===== config.mk =====
export PLATFORM = sky130hd
export DESIGN_NAME = arcade_input
export DESIGN_NICKNAME = d
export VERILOG_FILES = /design/src/rtl/arcade_input.sv
export SDC_FILE = /design/constraint.sdc
export NUM_CORES = 1
export LEC_CHECK = 0
export ABC_AREA = 0
export CORE_MARGIN = 2
export CORE_UTILIZATION = 59
export CTS_CLUSTER_SIZE = 8
export DETAILED_ROUTE_END_ITERATION = 10
export PLACE_DENSITY = 0.84
export REMOVE_ABC_BUFFERS = 1
export SYNTH_ARGS = -nofsm -noshare
export SYNTH_HDL_FRONTEND = slang
export SYNTH_SLANG_ARGS = --single-unit
export TNS_END_PERCENT = 10

===== constraint.sdc =====
create_clock -name clk -period 7.98 [get_ports clk]
set_clock_uncertainty 0.05 [all_clocks]
set_input_delay 1.197 -clock clk [delete_from_list [all_inputs] [get_ports clk]]
set_output_delay 1.197 -clock clk [all_outputs]
set_load 0.02 [all_outputs]

===== src/rtl/arcade_input.sv =====
// -----------------------------------------------------------------------------
// arcade_input
//
// Player-input front end between hps_io and the game core. PS/2 key events
// are decoded into held-key registers, ORed with the MiSTer joystick words,
// and presented as registered per-player direction, button, start and coin
// vectors. Coin presses are stretched into fixed-width pulses.
//
// Optional feature macro: ARCADE_INPUT_AUTOFIRE_EN
//   defined   -> buttons selected by autofire_mask are gated by a shared
//                square wave at AUTOFIRE_HZ
//   undefined -> autofire_mask is ignored and btn is the raw button state
//
// Parameters
//   PLAYERS        number of players (1..4)
//   BUTTONS        buttons per player (1..6)
//   CLK_FREQ       clk frequency in MHz
//   COIN_PULSE_MS  coin output pulse width in ms
//   AUTOFIRE_HZ    autofire toggle rate in Hz
//
// Ports (JW = BUTTONS+6)
//   clk            system clock
//   reset          asynchronous active-high reset
//   ps2_key        [10] toggle, [9] pressed, [8] extended (ignored), [7:0] code
//   joystick       per player p at [p*JW +: JW]: [0] right, [1] left,
//                  [2] down, [3] up, [4 +: BUTTONS] buttons,
//                  [4+BUTTONS] start, [5+BUTTONS] coin
//   autofire_mask  per-button autofire enable, shared by all players
//   dir            per player {up, down, right, left}
//   btn            per player buttons, bit 0 = button 1
//   start          start, bit p = player p+1
//   coin           stretched coin pulse per player
// -----------------------------------------------------------------------------
module arcade_input #(
    parameter int  PLAYERS       = 2,
    parameter int  BUTTONS       = 3,
    parameter real CLK_FREQ      = 96.0,
    parameter int  COIN_PULSE_MS = 100,
    parameter int  AUTOFIRE_HZ   = 15
) (
    input  logic                            clk,
    input  logic                            reset,
    input  logic [10:0]                     ps2_key,
    input  logic [PLAYERS*(BUTTONS+6)-1:0]  joystick,
    input  logic [BUTTONS-1:0]              autofire_mask,
    output logic [PLAYERS*4-1:0]            dir,
    output logic [PLAYERS*BUTTONS-1:0]      btn,
    output logic [PLAYERS-1:0]              start,
    output logic [PLAYERS-1:0]              coin
);

    localparam int JW          = BUTTONS + 6;
    localparam int COIN_CYCLES = $rtoi(CLK_FREQ * 1000.0 * COIN_PULSE_MS + 0.5);
    localparam int CW          = (COIN_CYCLES > 1) ? $clog2(COIN_CYCLES) : 1;

    // Key register layout, 9 per keyboard player:
    // [0] right [1] left [2] down [3] up [4..6] btn1..3 [7] start [8] coin
    // (same low-bit order as the joystick word). Entry i sits at [i*8 +: 8].
    localparam int NKEYS = 18;
    localparam logic [NKEYS*8-1:0] KEY_CODES = {
        8'h36, 8'h1E, 8'h15, 8'h1B, 8'h1C, 8'h2D, 8'h2B, 8'h23, 8'h34,  // player 2
        8'h2E, 8'h16, 8'h29, 8'h11, 8'h14, 8'h75, 8'h72, 8'h6B, 8'h74   // player 1
    };

    // -------------------------------------------------------------------------
    // PS/2 key decode
    // -------------------------------------------------------------------------
    logic             toggle_q, toggle_d;
    logic [NKEYS-1:0] key_q, key_d;
    logic             key_event;

    // hps_io flips bit 10 once per key event; a mismatch with the last seen
    // value means a new event is waiting.
    assign key_event = ps2_key[10] ^ toggle_q;

    always_comb begin
        toggle_d = ps2_key[10];
        key_d    = key_q;
        if (key_event) begin
            for (int i = 0; i < NKEYS; i++) begin
                if (ps2_key[7:0] == KEY_CODES[i*8 +: 8]) begin
                    key_d[i] = ps2_key[9];
                end
            end
        end
    end

    // -------------------------------------------------------------------------
    // Keyboard / joystick merge
    // -------------------------------------------------------------------------
    logic [PLAYERS*4-1:0]       raw_rldu;   // per player {up, down, left, right}
    logic [PLAYERS*BUTTONS-1:0] raw_btn;
    logic [PLAYERS-1:0]         raw_start;
    logic [PLAYERS-1:0]         raw_coin;

    for (genvar gi = 0; gi < PLAYERS; gi++) begin : g_merge
        logic [8:0] keys;

        // Only players 1 and 2 have keyboard mappings.
        if (gi < 2) begin : g_keys
            assign keys = key_q[gi*9 +: 9];
        end else begin : g_nokeys
            assign keys = '0;
        end

        assign raw_rldu[gi*4 +: 4] = keys[3:0] | joystick[gi*JW +: 4];
        assign raw_start[gi]       = keys[7] | joystick[gi*JW + 4 + BUTTONS];
        assign raw_coin[gi]        = keys[8] | joystick[gi*JW + 5 + BUTTONS];

        for (genvar bi = 0; bi < BUTTONS; bi++) begin : g_btn
            if (bi < 3) begin : g_keyed
                assign raw_btn[gi*BUTTONS + bi] = keys[4 + bi] | joystick[gi*JW + 4 + bi];
            end else begin : g_joy_only
                assign raw_btn[gi*BUTTONS + bi] = joystick[gi*JW + 4 + bi];
            end
        end
    end

    // -------------------------------------------------------------------------
    // Registered outputs
    // -------------------------------------------------------------------------
    logic [PLAYERS*4-1:0]       dir_q, dir_d;
    logic [PLAYERS*BUTTONS-1:0] btn_q, btn_d;
    logic [PLAYERS-1:0]         start_q, start_d;

    always_comb begin
        dir_d   = '0;
        start_d = raw_start;
        for (int p = 0; p < PLAYERS; p++) begin
            // joystick order is {up, down, left, right}; output is {up, down, right, left}
            dir_d[p*4 +: 4] = {raw_rldu[p*4 + 3], raw_rldu[p*4 + 2],
                               raw_rldu[p*4 + 0], raw_rldu[p*4 + 1]};
        end
    end

`ifdef ARCADE_INPUT_AUTOFIRE_EN
    // -------------------------------------------------------------------------
    // Autofire: shared square wave, re-phased on every masked button press so
    // the first shot is never swallowed by an unlucky phase.
    // -------------------------------------------------------------------------
    localparam int HALF = $rtoi(CLK_FREQ * 1.0e6 / (2.0 * AUTOFIRE_HZ) + 0.5);
    localparam int AW   = (HALF > 1) ? $clog2(HALF) : 1;

    logic [AW-1:0]              af_cnt_q, af_cnt_d;
    logic                       af_phase_q, af_phase_d;
    logic [PLAYERS*BUTTONS-1:0] btn_prev_q, btn_prev_d;
    logic                       af_restart;

    always_comb begin
        btn_prev_d = raw_btn;
        af_restart = 1'b0;
        for (int p = 0; p < PLAYERS; p++) begin
            for (int b = 0; b < BUTTONS; b++) begin
                if (autofire_mask[b] && raw_btn[p*BUTTONS + b] && !btn_prev_q[p*BUTTONS + b]) begin
                    af_restart = 1'b1;
                end
            end
        end

        af_phase_d = af_phase_q;
        af_cnt_d   = af_cnt_q;
        if (af_restart) begin
            af_phase_d = 1'b1;
            af_cnt_d   = AW'(HALF - 1);
        end else if (af_cnt_q == '0) begin
            af_phase_d = ~af_phase_q;
            af_cnt_d   = AW'(HALF - 1);
        end else begin
            af_cnt_d   = af_cnt_q - AW'(1);
        end

        // Use the next phase so a press that restarts the wave fires at once.
        btn_d = raw_btn;
        for (int p = 0; p < PLAYERS; p++) begin
            for (int b = 0; b < BUTTONS; b++) begin
                if (autofire_mask[b]) begin
                    btn_d[p*BUTTONS + b] = raw_btn[p*BUTTONS + b] & af_phase_d;
                end
            end
        end
    end

    always_ff @(posedge clk or posedge reset) begin
        if (reset) begin
            af_cnt_q   <= '0;
            af_phase_q <= 1'b1;
            btn_prev_q <= '0;
        end else begin
            af_cnt_q   <= af_cnt_d;
            af_phase_q <= af_phase_d;
            btn_prev_q <= btn_prev_d;
        end
    end

    logic unused_bits;
    assign unused_bits = ^{ps2_key[8], key_q};
`else
    always_comb begin
        btn_d = raw_btn;
    end

    logic unused_bits;
    assign unused_bits = ^{ps2_key[8], key_q, autofire_mask};
`endif

    always_ff @(posedge clk or posedge reset) begin
        if (reset) begin
            toggle_q <= 1'b0;
            key_q    <= '0;
            dir_q    <= '0;
            btn_q    <= '0;
            start_q  <= '0;
        end else begin
            toggle_q <= toggle_d;
            key_q    <= key_d;
            dir_q    <= dir_d;
            btn_q    <= btn_d;
            start_q  <= start_d;
        end
    end

    assign dir   = dir_q;
    assign btn   = btn_q;
    assign start = start_q;

    // -------------------------------------------------------------------------
    // Coin stretchers, one FSM per player
    // -------------------------------------------------------------------------
    typedef enum logic [1:0] {
        IDLE     = 2'd0,
        PULSE    = 2'd1,
        WAIT_REL = 2'd2
    } coin_state_t;

    for (genvar gi = 0; gi < PLAYERS; gi++) begin : g_coin
        coin_state_t   state_q, state_d;
        logic [CW-1:0] cnt_q, cnt_d;
        logic          prev_q, prev_d;

        always_ff @(posedge clk or posedge reset) begin
            if (reset) begin
                state_q <= IDLE;
                cnt_q   <= '0;
                prev_q  <= 1'b0;
            end else begin
                state_q <= state_d;
                cnt_q   <= cnt_d;
                prev_q  <= prev_d;
            end
        end

        always_comb begin
            state_d = state_q;
            cnt_d   = cnt_q;
            prev_d  = raw_coin[gi];
            case (state_q)
                IDLE: begin
                    if (raw_coin[gi] && !prev_q) begin
                        state_d = PULSE;
                        cnt_d   = CW'(COIN_CYCLES - 1);
                    end
                end
                PULSE: begin
                    if (cnt_q == '0) begin
                        // A coin still held must be released before it counts again.
                        state_d = raw_coin[gi] ? WAIT_REL : IDLE;
                    end else begin
                        cnt_d = cnt_q - CW'(1);
                    end
                end
                WAIT_REL: begin
                    if (!raw_coin[gi]) begin
                        state_d = IDLE;
                    end
                end
                default: begin
                    state_d = IDLE;
                end
            endcase
        end

        assign coin[gi] = (state_q == PULSE);
    end

endmodule

Yosys cells after proc, flatten, opt, wreduce, memory -nomap -nowiden

Cells that the tools add are included.

Logic and storage cells: 121
Bits of input ports: 34
Bits in writable memories: 0
Register bits after elaboration: 89
Bits in latches: 0
Memories: 0
ROM bits: 0
Output and inout port bits: 18

Shifts and indexed selects: 0
Reductions and logical operators: 32
Multiplexer cells: 16
Divide/modulo/power cells: 0
Bitwise gates (word level): 13
Add/sub/neg operators: 2
Multiply operators: 0
Equal/unequal tests: 30
Magnitude comparators: 0

Operators with widths:

| operator                | count |
|---|---|
| $mux W24                | 4 |
| $pmux W24 S2            | 2 |
| $eq A8 B5 Y1 const B    | 7 |
| $eq A8 B6 Y1 const B    | 7 |
| $logic_not A24 Y1       | 2 |
| $sub A24 B1 Y24 const B | 2 |
| $reduce_and A2 Y1       | 18 |
| $eq A8 B7 Y1 const B    | 4 |
| $mux W2                 | 8 |
| $ne A2 B2 Y1 const B    | 6 |
| $pmux W2 S3             | 2 |
| $reduce_and A3 Y1       | 4 |
| $or A1 B1 Y1            | 10 |
| $or A4 B4 Y4            | 2 |
| $eq A2 B1 Y1 const B    | 2 |
| $eq A2 B2 Y1 const B    | 2 |
| $logic_not A2 Y1        | 2 |
| $ne A2 B1 Y1 const B    | 2 |
| $reduce_bool A2 Y1      | 2 |
| $logic_and A1 B1 Y1     | 2 |
| $logic_not A1 Y1        | 2 |
| $xor A1 B1 Y1           | 1 |

Logic depth before layout (Yosys ltp)

Depth after elaboration: 4
Gate-level depth with buffers: 8
Mapped depth without buffers: 7

Least setup slack after synthesis

Ideal clock, no wire load.

Kind: register to register
From: register g_coin[1].cnt_q[4]
To: register g_coin[1].cnt_q[20]
Setup time: 0.124 ns
Stages on the path, launching flop included: 8
Arrival: 2.648 ns
Slack: 5.158 ns
Data required time: 7.806 ns
Cells stage by stage: dfrtp_1 -> or3_1 -> buf_2 -> or4b_4 -> buf_6 -> or4_4 -> or3_4 -> o31a_1

Word-level cells in the longest chain between the ends: 3

RTL lines:

| item                                                        | line     | RTL |
|---|---|---|
| start: declaration                                          | 237      | `logic [CW-1:0] cnt_q, cnt_d;` |
| start signal: assignment                                    | 247      | `cnt_q <= cnt_d;` |
| $sub A24 B1 Y24 / $logic_not A24 Y1 (equally long branches) | 268, 264 |  |
| $mux W24 / $ne A2 B2 Y1 (equally long branches)             | n/a      |  |
| $pmux W24 S2 / $reduce_and A3 Y1 (equally long branches)    | n/a      |  |

Parallel ways exist; a longest one is shown, timed or not. The select of a mux whose other input is x is not followed.
A chain may end at the register's enable or synchronous reset.

Worst setup path after layout

From: register g_coin[1].state_q[0]
To: output port coin[1]

Word-level cells in the longest chain between the ends: 1

RTL lines:

| item                     | line | RTL |
|---|---|---|
| start: declaration       | 236  | `coin_state_t state_q, state_d;` |
| start signal: assignment | 246  | `state_q <= state_d;` |
| $eq A2 B1 Y1             | 282  | `assign coin[gi] = (state_q == PULSE);` |
| end: declaration         | 49   | `output logic [PLAYERS-1:0] coin` |

No other way between the ends.

==> summary.txt <==
Critical path
  • Beginning of the worst register-to-register path: g_coin[0].cnt_q[0]
  • Register-to-register setup slack: 5.06 ns
  • Max Fanout on Critical Path: 8
  • Worst Setup End Kind: output pin
  • Worst setup SP type: register
  • Reg2Reg Capture Point: g_coin[0].cnt_q[19]
  • Data arrival at the endpoint of the critical path: between 2 and 2.5 ns
  • FF-to-FF path depth: 7
  • Required time of the critical path: 6.73 ns
  • Crit Path Class: reg -> out

Die
  • Area of the die: 8034 µm²
  • Number of rows created at floorplan: 31
  • I/O pin count: between 50 and 60
  • Core Footprint: just over 7000 µm²
  • Die width: approximately 90 µm
  • Starting density of the core: 0.6030
  • Vertical die dimension: around 90 µm

GRT
  • Maximum number of pins on one net before global-route repair: 69
  • Number of antenna violations at the first check in global routing: 0
  • Global-route usage over all layers: 0.2427
  • Sum of overflow across all layers after global routing: 0
  • Number of global-route vias before repair: roughly 3300
  • First-pass GRT wire length: ~15000 µm

STA
  • Part of the cycle the worst path needs: 0.4133
  • Highest clock rate: 303.2 MHz
  • TNS Setup: 0 ns
  • Final hold viol count: 0
  • RSZ-0062 raised after global routing: false
  • Slew of the pin with the lowest slew margin: roughly 1 ns
  • Period minus WS final: 3.298 ns
  • Final count of pins violating max slew: 0
  • Relative slew slack: 0.3318
  • Final setup violation count: 0

Drt
  • Total length of routed wires: 8820 µm
  • Number of design-rule violations left by the first detailed-router iteration: ~220
  • Final ANT Viol Nets: 0
  • First-pass detailed-route iteration total: 4
  • Wirelength per Cell: roughly 15 µm
  • Vias after detailed routing: about 3400
  • Residual DRC: 0
  • Number of vias per cell: a little under 6

Clocking
  • CTS Sinks: 89
  • Clock root buffer: sky130_fd_sc_hd__clkbuf_8
  • Clock-pin transition on the worst setup and hold timing paths: 0.10 ns
  • Gates resized, CTS repair: 0
  • Post-CTS setup buffer count: 0
  • Number of hold buffers added after cts: 0
  • Buffer depth of the longest clock path: 2
  • Clock tree from TritonCTS: done
  • H-tree Lvls: 3
  • Number of buffers inserted during clock tree synthesis: 9
  • Latest clock arrival within the worst-skew pair: about 0.36 ns

Synth
  • Count of flip-flops with a built-in enable after synthesis: 0
  • Main synth FF type: sky130_fd_sc_hd__dfrtp_1
  • Share of synthesized area occupied by flip-flops and latches: 0.5147
  • Unique masters post-synth: 52
  • Synthesis-stage register bit count: 89
  • Number of instances in the synthesized netlist: 424
  • Synthesized cell area: approximately 4300 µm²
  • Post-Syn Area per Cell: between 10 and 15 µm²
  • Async SR Flop Fraction: 1.000
  • Number of warning messages in the yosys log: 0

Place
  • Final estimated routing congestion in global placement: between 0.8 and 0.9
  • Port bufs: 47
  • Estimated wirelength of the detail-placed design: between 6000 and 7000 µm

Outcome
  • Run status: completed

Pwr
  • Post-route total power: around 1 mW
  • Static Leak: between 2 and 2.5 nW
  • Peak ir drop on the vdd network: between 100 and 150 µV
  • Power density over the cells: 200.6 nW/µm²

Run
  • Maximum Capacitance Violations: 0

Layout
  • Most frequent cells in the layout: sky130_fd_sc_hd__dfrtp_1 (89), sky130_fd_sc_hd__clkdlybuf4s50_1 (47), sky130_fd_sc_hd__nor2_1 (45)
  • Ratio of cells with drive above 1 in the final layout: 0.1366
  • Most common cell after layout, fill and taps aside: sky130_fd_sc_hd__dfrtp_1
  • N_diodes: 0
  • Synth-to-layout area growth: 17.29%
  • Number of nets at the end of the flow: 509

Min path
  • Source of the worst hold timing path: key_q[6]
  • Hold Path Sink: btn[2]
  • Hold Path Class: reg -> reg
  • Hold path cells: 1
==> sequential cells by signal, summed over array words and instances, names as in the netlist <==
| name | cells |
|---|---|
| btn | 6 |
| dir | 8 |
| key_q | 18 |
| g_coin.state_q | 4 |
| g_coin.prev_q | 2 |
| toggle_q | 1 |
| g_coin.cnt_q | 48 |
| start | 2 |
==> cell usage after synthesis (10+ instances only) <==
cell                       number  share of area
sky130_fd_sc_hd__nand2_1       35          0.030
sky130_fd_sc_hd__nor4_1        11          0.016
sky130_fd_sc_hd__mux2_2        18          0.047
sky130_fd_sc_hd__a211oi_1      12          0.021
sky130_fd_sc_hd__dfrtp_1       89           0.51
sky130_fd_sc_hd__inv_1         11         0.0095
sky130_fd_sc_hd__clkbuf_1      12          0.010
sky130_fd_sc_hd__a21oi_1       17          0.020
sky130_fd_sc_hd__nor3_1        16          0.019
sky130_fd_sc_hd__nor2_1        45          0.039
sky130_fd_sc_hd__or4_1         10          0.017
sky130_fd_sc_hd__nand3_1       14          0.016
sky130_fd_sc_hd__or2_2         16          0.023
==> metal layers <==
| layer | part of all wire | GRT usage | vias to the layer above |
|---|---|---|---|
| li1 | - | - | 1647 |
| met1 | 0.45 | 0.3315 | 1658 |
| met2 | 0.48 | 0.3797 | 106 |
| met3 | 0.062 | 0.06856 | 9 |
| met4 | 0.011 | 0.07598 | 0 |
| met5 | 0 | 0 | - |
==> power breakdown <==
part	switching [mW]	total, mW	internal [mW]	leakage (nW)
Sequential	0.0501	0.555	0.505	1.03
Combinational	0.0994	0.181	0.0813	0.898
Clock	0.165	0.282	0.117	0.0875
Total	0.315	1.02	0.703	2.02
==> logic make-up after synthesis <==
group / Yosys count / share of synthesized area
buf+inv: 25 / 0.02371
fa+ha+maj: 4 / 0.01157
flops: 89 / 0.5147
xor+xnor: 7 / 0.01417
simple gates: 206 / 0.2634
mux: 27 / 0.06767
compound gates: 66 / 0.1047
==> area by class of cell <==
class | instances | area [µm²]
Sequential cell | 89 | 2227
Fill cell | 509 | 2101
Clock inverter | 6 | 51.30
Tap cell | 99 | 123.9
Timing Repair Buffer | 50 | 493.0
Clock buffer | 10 | 127.6
Multi-Input combinational cell | 310 | 2009
Inverter | 11 | 42.54
==> worst max-delay path by stage <==
| stage | start | end | slack [ns] | depth (start not counted) |
|---|---|---|---|---|
| after floorplan | reset | btn[0] | 4.43 | 1 |
| after global placement | ps2_key[6] | key_q[13] | 4.76 | 5 |
| after detailed placement | ps2_key[6] | key_q[13] | 4.75 | 5 |
| after CTS | g_coin[1].state_q[0] | coin[1] | 4.66 | 2 |
| after global routing | g_coin[1].state_q[0] | coin[1] | 4.53 | 2 |
| final | g_coin[1].state_q[0] | coin[1] | 4.68 | 2 |
==> through the flow <==
step                      area, µm²  cells  hold WS (ns)    util  worst slack, ns
after global routing           5075    575        0.4372  0.7072            4.525
after detailed placement       4896    559        0.4003  0.6823            4.745
after global placement         4896    559        0.3897  0.6823            4.764
final                          5075    575        0.4176  0.7072            4.682
after floorplan                4265    410        0.3834       -            4.426
after CTS                      5075    575        0.4224  0.7072            4.665
==> critical path, cell delays in order (launching register included) <==
cell                              delay, ns
sky130_fd_sc_hd__dfrtp_1               0.47
sky130_fd_sc_hd__nor2b_1               0.51
sky130_fd_sc_hd__clkdlybuf4s50_1       0.72
(Power assumes the default switching activity.)
